$ cat config.mk
export PLATFORM = sky130hd
export DESIGN_NAME = spi_ram_burst_slave
export DESIGN_NICKNAME = d
export VERILOG_FILES = /design/src/rtl/spi_ram_burst_slave.sv
export SDC_FILE = /design/constraint.sdc
export NUM_CORES = 2
export LEC_CHECK = 0
export CORE_MARGIN = 4
export CORE_UTILIZATION = 40
export CTS_CLUSTER_SIZE = 10
export DETAILED_ROUTE_END_ITERATION = 12
export GPL_ROUTABILITY_DRIVEN = 0
export SETUP_SLACK_MARGIN = 0.05
export SLEW_MARGIN = 20
export SYNTH_ARGS = -nofsm -noshare
export SYNTH_HDL_FRONTEND = slang
export SYNTH_SLANG_ARGS = --single-unit
$ cat constraint.sdc
create_clock -name clk -period 5.3 [get_ports clk]
set_input_delay 1.06 -clock clk [delete_from_list [all_inputs] [get_ports clk]]
set_output_delay 1.06 -clock clk [all_outputs]
set_load 0.02 [all_outputs]
$ cat src/rtl/spi_ram_burst_slave.sv
// SPI slave with an embedded single-port RAM and burst access: one command and start
// address per frame, then back-to-back data words with an auto-incrementing, wrapping address.
module spi_ram_burst_slave #(
  parameter int unsigned DATA_WIDTH = 8,
  parameter int unsigned ADDR_WIDTH = 8,
  parameter int unsigned MEM_DEPTH  = 256
) (
  input  logic clk,
  input  logic rst_n,
  input  logic SS_n,
  input  logic MOSI,
  output logic MISO,
  output logic busy,
  output logic frame_abort
);

  localparam int unsigned DW    = DATA_WIDTH;
  localparam int unsigned AW    = ADDR_WIDTH;
  localparam int unsigned MAX_W = (AW > DW) ? AW : DW;
  localparam int unsigned CW    = $clog2(MAX_W + 1);
  localparam int unsigned MW    = (MEM_DEPTH > 1) ? $clog2(MEM_DEPTH) : 1;

  localparam logic [CW-1:0] ADDR_LAST = CW'(AW - 1);
  localparam logic [CW-1:0] DATA_LAST = CW'(DW - 1);
  localparam logic [AW-1:0] MEM_LAST  = AW'(MEM_DEPTH - 1);
  localparam logic [AW:0]   DEPTH_X   = (AW + 1)'(MEM_DEPTH);

  typedef enum logic [2:0] {
    S_IDLE, S_CMD, S_ADDR, S_WR_DATA, S_RD_WAIT, S_RD_DATA, S_IGNORE
  } state_e;

  state_e          state_q, state_d;
  logic [1:0]      cmd_q, cmd_d;
  logic [AW-1:0]   addr_q, addr_d;
  logic [CW-1:0]   cnt_q, cnt_d;
  logic [DW-1:0]   sh_q, sh_d;
  logic [DW-1:0]   rd_buf_q, rd_buf_d;
  logic [DW-1:0]   wr_word_q, wr_word_d;
  logic            wr_pend_q, wr_pend_d;
  logic            miso_q, miso_d;
  logic            busy_q, busy_d;
  logic            abort_q, abort_d;

  logic [DW-1:0]   mem [MEM_DEPTH];
  logic            in_range_c;
  logic [MW-1:0]   mem_idx_c;
  logic [DW-1:0]   rdata_c;
  logic [AW-1:0]   addr_inc_c;

  // Out-of-range addresses still count but never touch the array.
  assign in_range_c = ({1'b0, addr_q} < DEPTH_X);
  assign mem_idx_c  = addr_q[MW-1:0];
  assign rdata_c    = in_range_c ? mem[mem_idx_c] : '0;
  assign addr_inc_c = (addr_q == MEM_LAST) ? '0 : addr_q + AW'(1);

  // Completed write words land one edge after their last bit, even if the frame ends there.
  always_ff @(posedge clk) begin
    if (wr_pend_q && in_range_c) mem[mem_idx_c] <= wr_word_q;
  end

  always_comb begin
    state_d   = state_q;
    cmd_d     = cmd_q;
    addr_d    = addr_q;
    cnt_d     = cnt_q;
    sh_d      = sh_q;
    rd_buf_d  = rd_buf_q;
    wr_word_d = wr_word_q;
    wr_pend_d = 1'b0;
    miso_d    = 1'b0;
    abort_d   = 1'b0;

    if (wr_pend_q) addr_d = addr_inc_c;

    if (SS_n) begin
      state_d = S_IDLE;
      cnt_d   = '0;
      abort_d = (state_q inside {S_CMD, S_ADDR, S_RD_WAIT}) ||
                ((state_q == S_WR_DATA) && (cnt_q != '0));
    end else begin
      unique case (state_q)
        S_IDLE: begin
          cmd_d   = {1'b0, MOSI};
          state_d = S_CMD;
        end
        S_CMD: begin
          cmd_d   = {cmd_q[0], MOSI};
          cnt_d   = '0;
          state_d = S_ADDR;
        end
        S_ADDR: begin
          addr_d = AW'({addr_q, MOSI});
          if (cnt_q == ADDR_LAST) begin
            cnt_d = '0;
            unique case (cmd_q)
              2'b00:   state_d = S_WR_DATA;
              2'b01:   state_d = S_RD_WAIT;
              default: state_d = S_IGNORE;
            endcase
          end else begin
            cnt_d = cnt_q + CW'(1);
          end
        end
        S_WR_DATA: begin
          sh_d = {sh_q[DW-2:0], MOSI};
          if (cnt_q == DATA_LAST) begin
            cnt_d     = '0;
            wr_word_d = {sh_q[DW-2:0], MOSI};
            wr_pend_d = 1'b1;
          end else begin
            cnt_d = cnt_q + CW'(1);
          end
        end
        // First edge fetches mem[A]; second edge presents its MSB and prefetches A+1.
        S_RD_WAIT: begin
          rd_buf_d = rdata_c;
          addr_d   = addr_inc_c;
          if (cnt_q == '0) begin
            cnt_d = CW'(1);
          end else begin
            cnt_d   = '0;
            sh_d    = rd_buf_q;
            miso_d  = rd_buf_q[DW-1];
            state_d = S_RD_DATA;
          end
        end
        S_RD_DATA: begin
          if (cnt_q == DATA_LAST) begin
            cnt_d    = '0;
            sh_d     = rd_buf_q;
            miso_d   = rd_buf_q[DW-1];
            rd_buf_d = rdata_c;
            addr_d   = addr_inc_c;
          end else begin
            cnt_d  = cnt_q + CW'(1);
            sh_d   = sh_q << 1;
            miso_d = sh_q[DW-2];
          end
        end
        S_IGNORE: ;
        default: state_d = S_IDLE;
      endcase
    end

    busy_d = (state_d != S_IDLE);
  end

  always_ff @(posedge clk or negedge rst_n) begin
    if (!rst_n) begin
      state_q   <= S_IDLE;
      cmd_q     <= '0;
      addr_q    <= '0;
      cnt_q     <= '0;
      sh_q      <= '0;
      rd_buf_q  <= '0;
      wr_word_q <= '0;
      wr_pend_q <= 1'b0;
      miso_q    <= 1'b0;
      busy_q    <= 1'b0;
      abort_q   <= 1'b0;
    end else begin
      state_q   <= state_d;
      cmd_q     <= cmd_d;
      addr_q    <= addr_d;
      cnt_q     <= cnt_d;
      sh_q      <= sh_d;
      rd_buf_q  <= rd_buf_d;
      wr_word_q <= wr_word_d;
      wr_pend_q <= wr_pend_d;
      miso_q    <= miso_d;
      busy_q    <= busy_d;
      abort_q   <= abort_d;
    end
  end

  assign MISO        = miso_q;
  assign busy        = busy_q;
  assign frame_abort = abort_q;

endmodule

==> impl_metrics.tcl <==
set metrics [dict create \
    drc 0 \
    synth_nets 3890 \
    grt_max_degree 170 \
    start_util 0.403 \
    synthCells 3880 \
    rr_endpoint "mem[54][3]" \
    pwr-share-clk 0.333 \
    rrSetupSlack_ns 1.16 \
    post-cts-setup-buffers 0 \
    cts-root-buf "clkbuf_16" \
    finalCritPeriodShare 0.782 \
    multi_input_area_sq_um 17800 \
    switching_power_mw 12.5 \
    grt.overflow.total 0 \
    syn_area_per_cell_sq_um 21.0 \
    num_rows 165 \
    clk_latency_ns 0.87 \
    ys_ff_latch 2092 \
    groute.usage.overall 0.198 \
    ant_nets 0 \
    cts_resized 0 \
    wirelength_mm 209 \
    core-area_sq_um 202000 \
    maxCapViolations 0 \
    h-tree-depth 4 \
    async_flop_share 0.0210 \
    seq_power_share 0.431 \
    ir_worst_vdd_mv 0.410 \
    cts_inserted_buffers 230 \
    setup_viol 0 \
    io_pins 7 \
    hp-class "in -> async" \
    clock_path_buffers 3 \
    criticalPathCategory "reg -> reg" \
    die_h_microns 459 \
    final_nets 4070 \
    syn_area_sq_um 81500 \
    arrival_ns 4.59 \
    hold_viol_final 0 \
    n_fill_cell 16828 \
    cts_tree "done" \
    port_buffers 6 \
    seq_area_frac_synth 0.768 \
    vias 40019 \
    syn_to_final_growth_pct 12.9 \
    dr.pass1.iters 5 \
    clock-sinks 2092 \
    routedWlPerCell_microns 30.6 \
    rsz0062_at_grt "false" \
    min_period_ns 4.14 \
    internal_power_mw 29.9 \
    worst_pin_slew_ns 1.15 \
    grt_pass1_wl_mm 302 \
    fmax_ghz 0.241 \
    drtIter0Drc 4832 \
    end_kind "flop" \
    reg2reg_depth 6 \
    reg2reg_from "addr_q[0]" \
    ys.flop_type "edfxtp_1" \
    clock_skew_ns 0.0721 \
    synth-edff-count 2048 \
    grt_pass1_vias 40754 \
    relSlewSlack 0.229 \
    antenna_found_initial 10 \
    routed_via_density 5.86 \
    p_per_area_nw_per_um2 460 \
    yosysWarnings 0 \
    place_hpwl_mm 123 \
    dieArea_sq_um 211000 \
    cp_max_fo 32 \
    drive_gt1_frac 0.244 \
    power_frac_comb 0.236 \
    seq_area_sq_um 62600 \
    p_leak_nw 28.7 \
    crit_path_start_kind "flop" \
    ctsHoldBuffers 0 \
    swShare 0.294 \
    final_max_slew_viol_count 0 \
    tns_ns 0 \
    final_util 0.455 \
    required_ns 5.75 \
    synth_cell_types 64 \
    clkTransAtPathRegs_ns 0.06 \
    status "complete, no violations" \
    fp.dieW_microns 459 \
]
==> logic make-up (layout without fill, tap and decap cells) <==
logic type | Yosys count | after routing | share of synthesized area
flops | 2092 | 2092 | 0.768
mux | 644 | 644 | 0.161
fa+ha+maj | 6 | 6 | 0.000921
buf+inv | 248 | 517 | 0.0153
other cells | 0 | 6 | 0
simple gates | 619 | 619 | 0.0317
xor+xnor | 1 | 1 | 0.000108
compound gates | 270 | 270 | 0.0231
==> cells in the final DEF (no fill, tap or decap), types with 7 or more instances in the layout <==
cell type,count
o21ai_0,27
nor2b_1,12
buf_12,23
nand3_2,16
clkbuf_16,230
a21oi_1,55
nor2_1,285
a22oi_1,82
nor4_1,13
dfrtp_1,32
a31oi_1,11
clkbuf_1,71
nand2_1,194
clkinv_16,11
mux2i_1,97
buf_4,147
edfxtp_1,2048
nor3_1,15
dfrtp_4,12
mux2_2,18
inv_1,10
nand4_1,12
a32oi_1,33
nand3_1,36
o22ai_1,11
mux4_2,529
nor2_4,7
==> synth_stat cells (10+ instances only) <==
cell,count,area share
buf_1,21,0.00097
o22ai_1,11,0.00084
buf_2,69,0.0042
mux4_2,529,0.15
edfxtp_1,2048,0.75
a22oi_1,82,0.0076
nor2_1,294,0.014
a31oi_1,11,0.00084
mux2i_1,97,0.012
dfrtp_1,44,0.014
o21ai_0,27,0.0017
buf_6,13,0.0018
nand3_1,52,0.0032
mux2_2,18,0.0025
a21oi_1,55,0.0034
nor2b_1,12,0.00092
nor4_1,13,0.0010
nand4_1,12,0.00092
clkbuf_1,97,0.0045
nor3_1,15,0.00092
a32oi_1,33,0.0035
inv_1,10,0.00046
buf_4,29,0.0027
nand2_1,194,0.0089
==> worst max path at each step <==
stage / slack (ns) / cells past startpoint / to / start
after floorplan: 1.31 / 0 / mem[0][0] / wr_word_q[0]
after global placement: 1.18 / 8 / rd_buf_q[6] / addr_q[0]
after detailed placement: 1.17 / 8 / rd_buf_q[6] / addr_q[0]
after CTS: 1.16 / 8 / rd_buf_q[6] / addr_q[0]
after global routing: 1.07 / 6 / mem[54][2] / addr_q[0]
final: 1.16 / 6 / mem[54][3] / addr_q[0]
==> cell type report <==
cell class	count	share of cell area
multi-input cells	1540	0.193
diodes	6	0.000163
well taps	2672	0.0363
repair buffers	179	0.0183
inverters	17	0.000775
clock buffers	301	0.0655
clock inverters	20	0.00468
flip-flops and latches	2092	0.681
==> worst max-delay path: stages (launching register included) <==
cell and delay (ns):
dfrtp_4 0.80, inv_2 0.17, buf_4 0.32, ha_1 0.46, nand3_2 0.75, buf_4 0.48
nor2_1 0.73
==> layer usage <==
| metal | global-route usage | wire, microns | vias up |
|---|---|---|---|
| li1 | - | - | 16410 |
| met1 | 0.280 | 85500 | 21487 |
| met2 | 0.311 | 99500 | 1789 |
| met3 | 0.0460 | 18000 | 333 |
| met4 | 0.0568 | 5660 | 0 |
| met5 | 0 | 0 | - |
==> power groups by stage <==
stage | clock network (mW) | registers [mW] | logic (mW)
5_1_grt | 15.1 | 18.3 | 10.5
3_5_place_dp | 0 | 18.6 | 10.0
2_1_floorplan | 0 | 18.4 | 6.73
3_3_place_gp | 0 | 18.6 | 10.1
4_1_cts | 14.3 | 18.3 | 10.1
6_report | 14.1 | 18.3 | 9.99
==> stage by stage <==
| step | hold slack (ns) | power (mW) | setup slack [ns] | instance area (sq um) | std cells |
|---|---|---|---|---|---|
| after floorplan | 0.453 | 25.1 | 1.31 | 81500 | 3880 |
| after global placement | 0.489 | 28.7 | 1.18 | 85500 | 6497 |
| after detailed placement | 0.496 | 28.6 | 1.17 | 85500 | 6497 |
| after CTS | 0.293 | 42.7 | 1.16 | 91900 | 6818 |
| after global routing | 0.346 | 43.8 | 1.07 | 92000 | 6822 |
| final | 0.348 | 42.4 | 1.16 | 92000 | 6827 |
==> sequential cells by signal, indices dropped and copies added, names as in the netlist <==
name,count
MISO,1
addr_q,8
busy,1
cmd_q,2
cnt_q,4
frame_abort,1
mem,2048
rd_buf_q,8
sh_q,7
state_q,3
wr_pend_q,1
wr_word_q,8
Note: power is estimated with default switching activity, not from simulation.
